## config.mk

```make
export PLATFORM = sky130hd
export DESIGN_NAME = regfile_write_arbiter
export DESIGN_NICKNAME = d
export VERILOG_FILES = /design/src/rtl/regfile_write_arbiter.sv
export SDC_FILE = /design/constraint.sdc
export NUM_CORES = 1
export LEC_CHECK = 0
export CORE_UTILIZATION = 43
export CTS_BUF_LIST = sky130_fd_sc_hd__clkbuf_4
export DETAILED_ROUTE_END_ITERATION = 10
export PLACE_DENSITY = 0.86
export SLEW_MARGIN = 20
export SYNTH_ARGS = -nofsm -noshare
export SYNTH_HDL_FRONTEND = slang
export SYNTH_SLANG_ARGS = --single-unit
```

## constraint.sdc

```tcl
create_clock -name clk -period 3.15 [get_ports clk]
set_input_delay 0.63 -clock clk [delete_from_list [all_inputs] [get_ports clk]]
set_output_delay 0.63 -clock clk [all_outputs]
set_load 0.02 [all_outputs]
```

## src/rtl/regfile_write_arbiter.sv

```systemverilog
// -----------------------------------------------------------------------------
// regfile_write_arbiter
//
// Funnels two write requesters (A and B) into the single write port of a
// register file, and can sweep the whole file to zero on request or after
// reset. Register 0 is treated as hard-wired zero: it is never written by
// the sweep, and requester writes that target it are accepted but dropped.
//
// Ports
//   clk            single clock, all state changes on its rising edge
//   rst            asynchronous, active-low reset
//   validA/B       requester has a pending write
//   addrA/B        requester destination register
//   dataA/B        requester write data
//   readyA/B       requester accepted this cycle (handshake = valid & ready)
//   clearReq       one-cycle request to zero the register file
//   busy           a clear sweep is in progress (requests are held off)
//   clearDone      one-cycle pulse in the cycle after the last sweep address
//   regWrite       register file write enable (registered)
//   writeRegister  register file write address (registered)
//   writeData      register file write data (registered)
// -----------------------------------------------------------------------------
module regfile_write_arbiter #(
    parameter int WordLen = 32,
    parameter int AddrLen = 5
) (
    input  logic               clk,
    input  logic               rst,

    input  logic               validA,
    input  logic [AddrLen-1:0] addrA,
    input  logic [WordLen-1:0] dataA,
    output logic               readyA,

    input  logic               validB,
    input  logic [AddrLen-1:0] addrB,
    input  logic [WordLen-1:0] dataB,
    output logic               readyB,

    input  logic               clearReq,
    output logic               busy,
    output logic               clearDone,

    output logic               regWrite,
    output logic [AddrLen-1:0] writeRegister,
    output logic [WordLen-1:0] writeData
);

    // The sweep starts at 1 (register 0 is never written) and ends at the
    // highest address, Count-1, which is the all-ones address.
    localparam logic [AddrLen-1:0] FirstAddr = AddrLen'(1);
    localparam logic [AddrLen-1:0] LastAddr  = {AddrLen{1'b1}};

    typedef enum logic {
        ST_CLEAR,
        ST_ARB
    } state_t;

    typedef enum logic {
        GRANT_A,
        GRANT_B
    } grant_t;

    // State
    state_t               r_state;
    logic [AddrLen-1:0]   r_clr_addr;
    grant_t               r_last_grant;

    // Registered outputs
    logic                 r_reg_write;
    logic [AddrLen-1:0]   r_write_register;
    logic [WordLen-1:0]   r_write_data;
    logic                 r_clear_done;

    // Next-state values and grant decisions
    state_t               w_next_state;
    logic [AddrLen-1:0]   w_next_clr_addr;
    grant_t               w_next_last_grant;
    logic                 w_next_reg_write;
    logic [AddrLen-1:0]   w_next_write_register;
    logic [WordLen-1:0]   w_next_write_data;
    logic                 w_next_clear_done;
    logic                 w_grant_a;
    logic                 w_grant_b;

    // -------------------------------------------------------------------------
    // Next-state and grant logic
    // -------------------------------------------------------------------------
    always_comb begin
        // NOTE: every signal gets a default before the case statement, so no
        // path through this block can leave one unassigned and infer a latch.
        w_next_state          = r_state;
        w_next_clr_addr       = r_clr_addr;
        w_next_last_grant     = r_last_grant;
        w_next_reg_write      = 1'b0;
        w_next_write_register = r_write_register;
        w_next_write_data     = r_write_data;
        w_next_clear_done     = 1'b0;
        w_grant_a             = 1'b0;
        w_grant_b             = 1'b0;

        case (r_state)
            ST_CLEAR: begin
                // One zero write per cycle; clearReq is deliberately not
                // looked at here, so a request mid-sweep is ignored.
                w_next_reg_write      = 1'b1;
                w_next_write_register = r_clr_addr;
                w_next_write_data     = '0;
                w_next_clr_addr       = r_clr_addr + FirstAddr;
                if (r_clr_addr == LastAddr) begin
                    w_next_state      = ST_ARB;
                    w_next_clear_done = 1'b1;
                end
            end

            ST_ARB: begin
                if (clearReq) begin
                    // Clear wins over both requesters; nobody is granted in
                    // the cycle the sweep is launched.
                    w_next_clr_addr = FirstAddr;
                    w_next_state    = ST_CLEAR;
                end else begin
                    // Round robin: an uncontested requester always wins; on
                    // contention the one that did not win last time wins.
                    w_grant_a = validA && (!validB || (r_last_grant == GRANT_B));
                    w_grant_b = validB && (!validA || (r_last_grant == GRANT_A));

                    if (w_grant_a) begin
                        w_next_last_grant     = GRANT_A;
                        w_next_reg_write      = (addrA != '0);
                        w_next_write_register = addrA;
                        w_next_write_data     = dataA;
                    end else if (w_grant_b) begin
                        w_next_last_grant     = GRANT_B;
                        w_next_reg_write      = (addrB != '0);
                        w_next_write_register = addrB;
                        w_next_write_data     = dataB;
                    end
                end
            end

            default: begin
                w_next_state = ST_CLEAR;
            end
        endcase
    end

    // -------------------------------------------------------------------------
    // State and output registers
    // -------------------------------------------------------------------------
    // Reset lands in CLEAR with the sweep pointer at 1, so a full sweep runs
    // after every reset, and lastGrant=B so A wins the first contention.
    always_ff @(posedge clk or negedge rst) begin
        if (!rst) begin
            r_state          <= ST_CLEAR;
            r_clr_addr       <= FirstAddr;
            r_last_grant     <= GRANT_B;
            r_reg_write      <= 1'b0;
            r_write_register <= '0;
            r_write_data     <= '0;
            r_clear_done     <= 1'b0;
        end else begin
            // NOTE: non-blocking assignments so every register samples the
            // values computed from the same pre-edge state.
            r_state          <= w_next_state;
            r_clr_addr       <= w_next_clr_addr;
            r_last_grant     <= w_next_last_grant;
            r_reg_write      <= w_next_reg_write;
            r_write_register <= w_next_write_register;
            r_write_data     <= w_next_write_data;
            r_clear_done     <= w_next_clear_done;
        end
    end

    // -------------------------------------------------------------------------
    // Outputs
    // -------------------------------------------------------------------------
    // Reset forces r_state to CLEAR asynchronously, so busy goes high and
    // both readies drop immediately while rst is low.
    assign busy          = (r_state == ST_CLEAR);
    assign readyA        = w_grant_a;
    assign readyB        = w_grant_b;

    assign regWrite      = r_reg_write;
    assign writeRegister = r_write_register;
    assign writeData     = r_write_data;
    assign clearDone     = r_clear_done;

endmodule

```

==> results of run 1 <==
[power by group through the flow]
stage               combinational (mW)  sequential, mW  clock, mW
finish                           0.666           0.790      0.369
global route                     0.726           0.803      0.404
CTS                              0.675           0.788      0.381
global placement                 0.659           0.794          0
floorplan                        0.313           0.845          0
detailed placement               0.676           0.798          0
[path summary, 6_finish.rpt]
| check | startpoint | end | slack [ns] | cells past startpoint |
|---|---|---|---|---|
| setup reg to reg | r_state$_DFF_PN0_ | regWrite$_DFF_PN0_ | 1.52 | 4 |
| hold / removal | rst | writeRegister[0]$_DFFE_PN0P_ | 0.25 | 1 |
| setup / recovery | clearReq | readyB | 0.36 | 4 |
| min in group clk | writeData[26]$_DFFE_PN0P_ | writeData[26]$_DFFE_PN0P_ | 0.49 | 2 |
| max in group asynchronous | rst | writeData[22]$_DFFE_PN0P_ | 2.50 | 1 |
| hold reg to reg | writeData[26]$_DFFE_PN0P_ | writeData[26]$_DFFE_PN0P_ | 0.49 | 2 |
[layout by cell type, fill, tap and decap left out]
| master | count |
|---|---|
| inv_2 | 1 |
| o21ai_4 | 1 |
| a22oi_1 | 1 |
| a21oi_1 | 4 |
| o21ai_0 | 28 |
| o21ai_1 | 5 |
| o2bb2ai_1 | 2 |
| o221ai_1 | 1 |
| clkdlybuf4s50_1 | 119 |
| nand2b_1 | 2 |
| dfstp_2 | 2 |
| nor2_1 | 7 |
| bufinv_16 | 1 |
| ha_1 | 2 |
| or4_1 | 1 |
| nor4_1 | 1 |
| a21o_1 | 1 |
| and3_1 | 2 |
| xnor2_1 | 1 |
| a311oi_1 | 1 |
| nor2b_1 | 1 |
| inv_1 | 2 |
| a2111oi_0 | 1 |
| clkbuf_4 | 7 |
| and2_1 | 1 |
| buf_4 | 7 |
| nand2_1 | 36 |
| o21bai_1 | 1 |
| o22ai_1 | 5 |
| xor2_1 | 1 |
| o21ai_2 | 1 |
| mux2i_1 | 37 |
| dfrtp_1 | 44 |
| nand3_1 | 2 |
[final cells by class]
cell class	instances	area (sq um)
clock buffers	7	52.6
clock inverters	1	30.0
fillers	385	1270
inverters	3	11.3
multi-input cells	146	943
flip-flops and latches	46	1150
well taps	67	83.8
repair buffers	126	1240
[sequential cells by signal, indices dropped and copies added (netlist names)]
register / count
clearDone: 1
r_clr_addr: 5
r_last_grant: 1
r_state: 1
regWrite: 1
writeData: 32
writeRegister: 5
[metal layers]
layer	global-route usage [%]	part of all wire, %	wire (um)
met5	0	0	0
met4	6.10	1.3	74
met3	7.32	8.6	503
met2	41.4	50	2960
met1	27.3	40	2340
[synthesized netlist by cell type, drive strengths merged]
cell type	n	area, sq um
nand3	2	10.0
a22oi	1	7.51
inv	3	11.3
and2	1	6.26
a311oi	1	8.76
a21oi	4	20.0
dfstp	2	52.6
ha	2	25.0
xor2	1	8.76
buf	9	65.1
o221ai	1	8.76
dfrtp	44	1100
o21ai	35	179
clkbuf	5	18.8
o22ai	5	31.3
nor4	1	6.26
nor2	7	26.3
and3	2	12.5
o21bai	1	7.51
mux2i	37	370
a2111oi	1	8.76
or4	1	7.51
a21o	1	7.51
nor2b	1	6.26
nand2	36	135
o2bb2ai	2	17.5
nand2b	2	12.5
xnor2	1	8.76
[stage by stage]
step	hold WS, ns	util [%]	cell area (sq um)	power (mW)
finish	0.255	73.5	3520	1.83
global route	0.280	73.5	3520	1.93
CTS	0.472	73.5	3520	1.84
detailed placement	0.470	71.7	3430	1.47
global placement	0.463	71.7	3430	1.45
floorplan	0.334	-	2180	1.16
[logic make-up (layout without fill, tap and decap cells)]
family          after synthesis  after routing  share of synthesized area (%)
mux                          37             37                           17.0
fa+ha+maj                     2              2                           1.15
simple gates                 53             53                           10.2
compound gates               52             52                           13.6
flops                        46             46                           52.9
xor+xnor                      2              2                          0.803
buf+inv                      17            137                           4.36
[worst reg2reg max path, stage by stage, from the launching register on]
cell and delay [ns]:
dfrtp_1 0.61, inv_1 0.11, buf_4 0.19, a2111oi_0 0.44
a311oi_1 0.12
==> flow_results.org, run 1 <==
** Timing
- Highest clock frequency the design can meet :: 358 MHz
- For the pin with the worst max-slew slack, the measured transition is between 0.6 and 0.7 ns.
- The count of final hold-check violations was 0.
- The final-report max-slew violation count is 0.
- Worst slew margin :: a little under three fifths
- Clock skew on the completed layout was measured at 0.00657 ns.
- Setup repair after global routing left no endpoint under its margin.
- Summed over all failing endpoints, the final setup total negative slack is 0 ns.
- The final critical path takes up 88.6% of the cycle.
- Least setup slack across all paths after layout :: about 0.36 ns
- Setup violations remaining at the end of the flow were counted as 0.
- Final min period :: 2.79 ns

** Detailed routing
- Via-per-instance ratio :: 5.02
- Iteration-0 DRC count of the detailed router :: 94
- Summing over every cut layer, the via total after detailed routing is 1,988.
- Before antenna repair, the detailed router went through 6 iterations.
- After detailed routing, the number of remaining DRC violations is 0.
- Antenna violation net count after detailed routing :: 0
- Post-detailed-routing wire length :: about 5.9 mm
- In the final routed layout, each cell accounts on average for between 10 and 15 um.

** GRT
- The first global-routing pass estimated slightly above 9 mm of wire.
- Number of global-route vias before repair :: ~2,000
- Initial antenna violation count :: 0
- Global routing consumed, over all layers together, 23.4% of the routing resources.
- For this run the aggregate overflow at the end of global routing stands at 0.
- Pin count of the biggest net entering global routing :: 47

** Pwr
- Cell internal power was estimated by the tool at ~1.2 mW.
- Highest ir drop seen on vdd :: around 400 uV
- The clock network is responsible for between 20% and 30% of the overall power.
- Leakage power :: ~1.6 nW
- Proportion of power drawn by combinational gates :: between 30% and 40%
- Of the total power, the share spent switching nets is about a third.
- Portion of total power attributed to sequential cells :: 43.3%
- P per Cell Area :: 519 nW/um^2
- Reported net switching power :: a little under 600 uW

** Finish
- Final Instance Count excl. Fillers :: between 300 and 400
- Number of nets in the finished design :: around 400
- Antenna cells :: 0
- Area delta synth->final :: 61.3%
- Cells with a size suffix above 1 make up a little over 6% of the layout.

** Clock network
- Total clock buffers created by CTS :: 5
- The H-tree was split into 2 levels.
- Clock latency on the worst-skew pair, taken at its later pin, is around 0.35 ns.
- Clock input transition at the sequential cells of the worst setup and hold paths :: roughly 0.12 ns
- Buffers added to address setup during post-CTS repair amount to 0.
- Clock tree from TritonCTS :: built
- Post-CTS sizing :: 0
- CTS saw between 40 and 50 sinks.
- The clock passes through at most 2 buffers.
- Clk root buf :: clkbuf_4
- In this run, post-CTS hold repair placed 0 buffers.

** Logic synthesis
- Post-Syn Nets :: between 200 and 300
- Summing the sequential cell areas from Yosys gives between 50% and 60% of the chip area.
- Ys Warns :: 0
- In this run, synthesis produced a sequential element count of 46.
- Count of distinct cell types in the synthesized netlist :: 33
- Total standard cell area after synthesis :: between 2000 and 2500 sq um
- The average instance in the mapped netlist occupies ~10 sq um.
- Synthesized netlist cell count :: 209

** Die
- The floorplan step defined a die boundary enclosing ~5400 sq um.
- Vertical extent of the die :: approximately 73 um
- # IOs :: 121
- The initial utilization of the core area, before any placement, comes to 45.6%.
- In this run the standard cell core region covers between 4000 and 5000 sq um.
- DIE WIDTH :: approximately 73 um
- Number of core rows :: 25

** Critical path
- In this design, the critical path's most frequently occurring cell is clkdlybuf4s50_1.
- STA puts the critical path data required time at around 2.5 ns.
- Walking the worst path, the cells encountered are clkdlybuf4s50_1 -> nor2_1 -> and3_1 -> clkdlybuf4s50_1.
- The worst setup path is captured at an output port.
- Data arrives at the worst endpoint at roughly 2.2 ns.
- The critical path contains buffers and inverters numbering 2 combined.
- On the worst path, the slowest cell contributes a delay of a little over 0.6 ns.
- The cell family contributing the most delay on the critical path is buffers and inverters.
- Along the worst path, the maximum fanout reaches 6.
- CP Launch Type :: input pin
- The critical path in this run is classified as input pin to output port.
- The largest individual stage delay along the critical path comes from the cell clkdlybuf4s50_1.

** Placed design
- During placement, the flow inserted port buffers numbering between 100 and 150.
- At the placement stage, the worst setup path has a slack of 0.383 ns.
- Post-detail-place hpwl :: ~4.5 mm
- Once placement completed, the tool counted placed cells totaling 388.
- At the end of routability-driven placement, the weighted congestion stood at ~0.79.

** Hold path
- Type of the tightest min-delay check :: input pin to async pin

** Flow run
- Count of max-cap constraint violations :: 0

** Outcome
- The run finished with clean final reports.
Note: power is estimated with default switching activity, not from simulation.
==> run 2, diff against run 1 <==
- PLACE_DENSITY: 0.86 -> 0.88
==> run 2 against run 1 <==
Cell count decreased by 0.76%. First-iteration DRC count shrank 1.1%. Die area unchanged. Non-clock buffer count fell by 1. Critical path depth unchanged. Power shrank 6.5%. Sequential power is 1% lower. Utilization shrank 1.0 points. Clock skew increased by 0.0062 ns. Sequential share of layout area increased by 0.46 points. Sequential cell count is the same. Wire length is 4.2% lower. Critical path type unchanged. Largest cell class unchanged. Largest power group unchanged.
==> flow_results.org, run 2 (same netlist as run 1, synthesis figures left out) <==
** Outcome
- The flow ran to the end, and the final reports show no timing, DRC or antenna violations.

** Finish
- The ratio of cells with drive above 1 in the final layout is 4.91% (-1.2 points).
- Number of nets in the finished design :: 408 (-0.24%)
- Leaving out fill and tap cells, the most frequent cell in the layout is clkdlybuf4s50_1.
- Area delta synth->final :: 59.1%
- Flip-flop count of the largest register, all copies and words added :: 32 (unchanged)
- The final instance area came to 3470 sq um (-1.4%).
- In the layout the commonest cells are clkdlybuf4s50_1 (119), dfrtp_1 (44), mux2i_1 (37).
- The final antenna diode count came to 0 (unchanged).

** GRT
- The global-route usage over all layers is 22.4% (-0.95 points).
- Number of global-route vias before repair :: 1,987 (-0.10%)
- Pin count of the biggest net entering global routing :: 47 (unchanged)
- The first-pass GRT wire length came to 9.00 mm (-3.5%).
- The remaining global-route overflow was 0 (unchanged).
- The number of antenna violations at the first check in global routing is 0 (unchanged).

** Pwr
- The power density normalized to cell area is 492 nW/um^2 (-5.2%).
- The static leakage is 1.57 nW (-1.6%).
- The peak supply drop came to 482 uV (+21%).

** Timing
- The setup skew after layout is 0.0127 ns (+0.00617 ns).
- Least setup slack across all paths after layout :: 0.355 ns (-0.00303 ns)
- The part of the cycle the worst path needs is 88.7% (+0.096 points).
- The final-report max-slew violation count is 0 (unchanged).
- The setup violation total in the final timing report came to 0 (unchanged).
- Highest clock frequency the design can meet :: 358 MHz (-0.11%)
- Setup repair after global routing missed its margin :: false
- The final critical path time including I/O delays and setup is 2.80 ns (+0.00303 ns).
- Sum of negative setup slack :: 0 ns (unchanged)
- Worst slew margin :: 58.4% (+2.2 points)
- Transition time at the pin with the least slew margin :: 0.624 ns (-0.0324 ns)
- The count of final hold-check violations came to 0 (unchanged).

** Critical path
- CP Launch Type :: input pin
- Delay of the slowest critical-path stage :: 0.61 ns (about the same)
- The slowest stage of the critical path belongs to the cell clkdlybuf4s50_1.
- Worst R2R Path Depth :: 4 (unchanged)
- Most used cell, CP :: clkdlybuf4s50_1
- The critical path is of the input pin to output port type.
- Nature of the critical path endpoint :: output port
- The arrival time at the worst endpoint came to 2.17 ns (about the same).
- Reg-to-Reg End :: writeData[23]$_DFFE_PN0P_
- Internal reg-to-reg setup slack :: 1.57 ns (+0.05 ns)
- Data required time of the worst path :: 2.52 ns (about the same)
- In this run the critical register-to-register path is launched from r_last_grant$_DFFE_PN1P_.
- Cell-by-cell trace of the critical path :: clkdlybuf4s50_1 -> nor2_1 -> and3_1 -> clkdlybuf4s50_1
- Largest fanout on the critical path :: 6 (unchanged)

** Detailed routing
- The wire length reported by the detailed router is 5.63 mm (-4.2%).
- Iteration-0 DRC count of the detailed router :: 93 (-1.1%)
- Drt first pass iters :: 4 (-2)
- The per-cell via count in the routed design came to 5.02 (about the same).
- The residual DRC count came to 0 (unchanged).
- Average routed wire per standard cell :: 14.3 um (-3.5%)
- The number of antenna-violating nets in the routed design was 0 (unchanged).
- Overall via count from detail_route :: 1,971 (-0.86%)

** Clock network
- Total clock buffers created by CTS :: 5 (unchanged)
- Number of levels in the clock H-tree :: 2 (unchanged)
- Post-CTS sizing :: 0 (unchanged)
- The count of clock tree sinks came to 46 (unchanged).
- The count of hold-fix buffers inserted at cts was 0 (unchanged).
- The insertion delay to the later sink of the worst-skew pair came to 0.35 ns (about the same).
- The number of buffers between clock root and the deepest sink was 2 (unchanged).
- TritonCTS built the clock tree.
- Clock input transition at the sequential cells of the worst setup and hold paths :: 0.12 ns (about the same)
- Clock tree synthesis selected as its root buffer the cell clkbuf_4.
- Postcts setup bufs :: 0 (unchanged)

** Placed design
- The count of buffers from port buffering came to 120 (unchanged).
- Post-detail-place hpwl :: 4.28 mm (-4.0%)
- Final weighted congestion in routability-driven placement :: 0.801 (+0.97%)
- The worst slack after detailed placement was 0.368 ns (-0.0150 ns).
- The area after detailed placement is 3430 sq um (-0.22%).

** Die
- The area enclosed by the die boundary was 5360 sq um (unchanged).
- The initial standard-cell utilization of the core is 45.6% (unchanged).
- The die height was 73.2 um (unchanged).
- # IOs :: 121 (unchanged)
- DIE WIDTH :: 73.2 um (unchanged)
- The row count is 25 (unchanged).
- Core area :: 4790 sq um (unchanged)

** Flow run
- Count of max-cap constraint violations :: 0 (unchanged)

** Hold path
- The min-delay analysis places its worst path in the category input pin to async pin.
==> run 2: cell count changes in the layout (fill, tap and decap cells not counted), sizes merged <==
cell,change
bufinv,-1
buf,-1
clkinv,+1
clkbuf,-2
==> run 2: per-layer routing <==
layer  GRT usage [%]  vias up  share of wire (%)  routed length (um)
met4            8.71        0               0.91                  51
met5               0        -                  0                   0
met2            40.1       82                 52                2940
met3            7.18        6                9.5                 534
li1                -      968                  -                   -
met1            24.6      915                 37                2110
==> run 2: worst max path at each step <==
stage / start / endpoint / slack [ns] / cells after the start
after global routing: clearReq / readyB / 0.31 / 4
after CTS: clearReq / readyB / 0.36 / 4
after global placement: clearReq / readyB / 0.43 / 4
after detailed placement: clearReq / readyB / 0.37 / 4
after floorplan: validB / readyA / 1.20 / 5
final: clearReq / readyB / 0.35 / 4
==> run 2: power by group <==
part / leakage (nW) / total, mW / internal, mW / switching (mW)
logic: 0.934 / 0.685 / 0.353 / 0.332
clock network: 0.0246 / 0.239 / 0.0765 / 0.163
registers: 0.610 / 0.782 / 0.701 / 0.0807
total: 1.57 / 1.71 / 1.13 / 0.576
==> run 2: critical path, delay by kind of cell <==
| family | cells | cell delay (ns) |
|---|---|---|
| buf+inv | 2 | 1.12 |
| simple gates | 2 | 0.42 |
==> run 2: area by class of cell <==
cell class | instances | area (sq um)
timing repair buffer | 125 | 1240
inverter | 3 | 11.3
sequential | 46 | 1150
clock buffer | 5 | 37.5
fill | 371 | 1320
multi-input combinational | 146 | 943
tap | 67 | 83.8
clock inverter | 1 | 3.75
==> run 2: stage by stage <==
step	power (mW)	instances	util, %	hold slack [ns]
floorplan	1.16	209	-	0.334
global placement	1.45	387	71.6	0.462
detailed placement	1.48	387	71.6	0.471
CTS	1.73	393	72.4	0.460
global route	1.82	393	72.5	0.296
finish	1.71	393	72.5	0.261
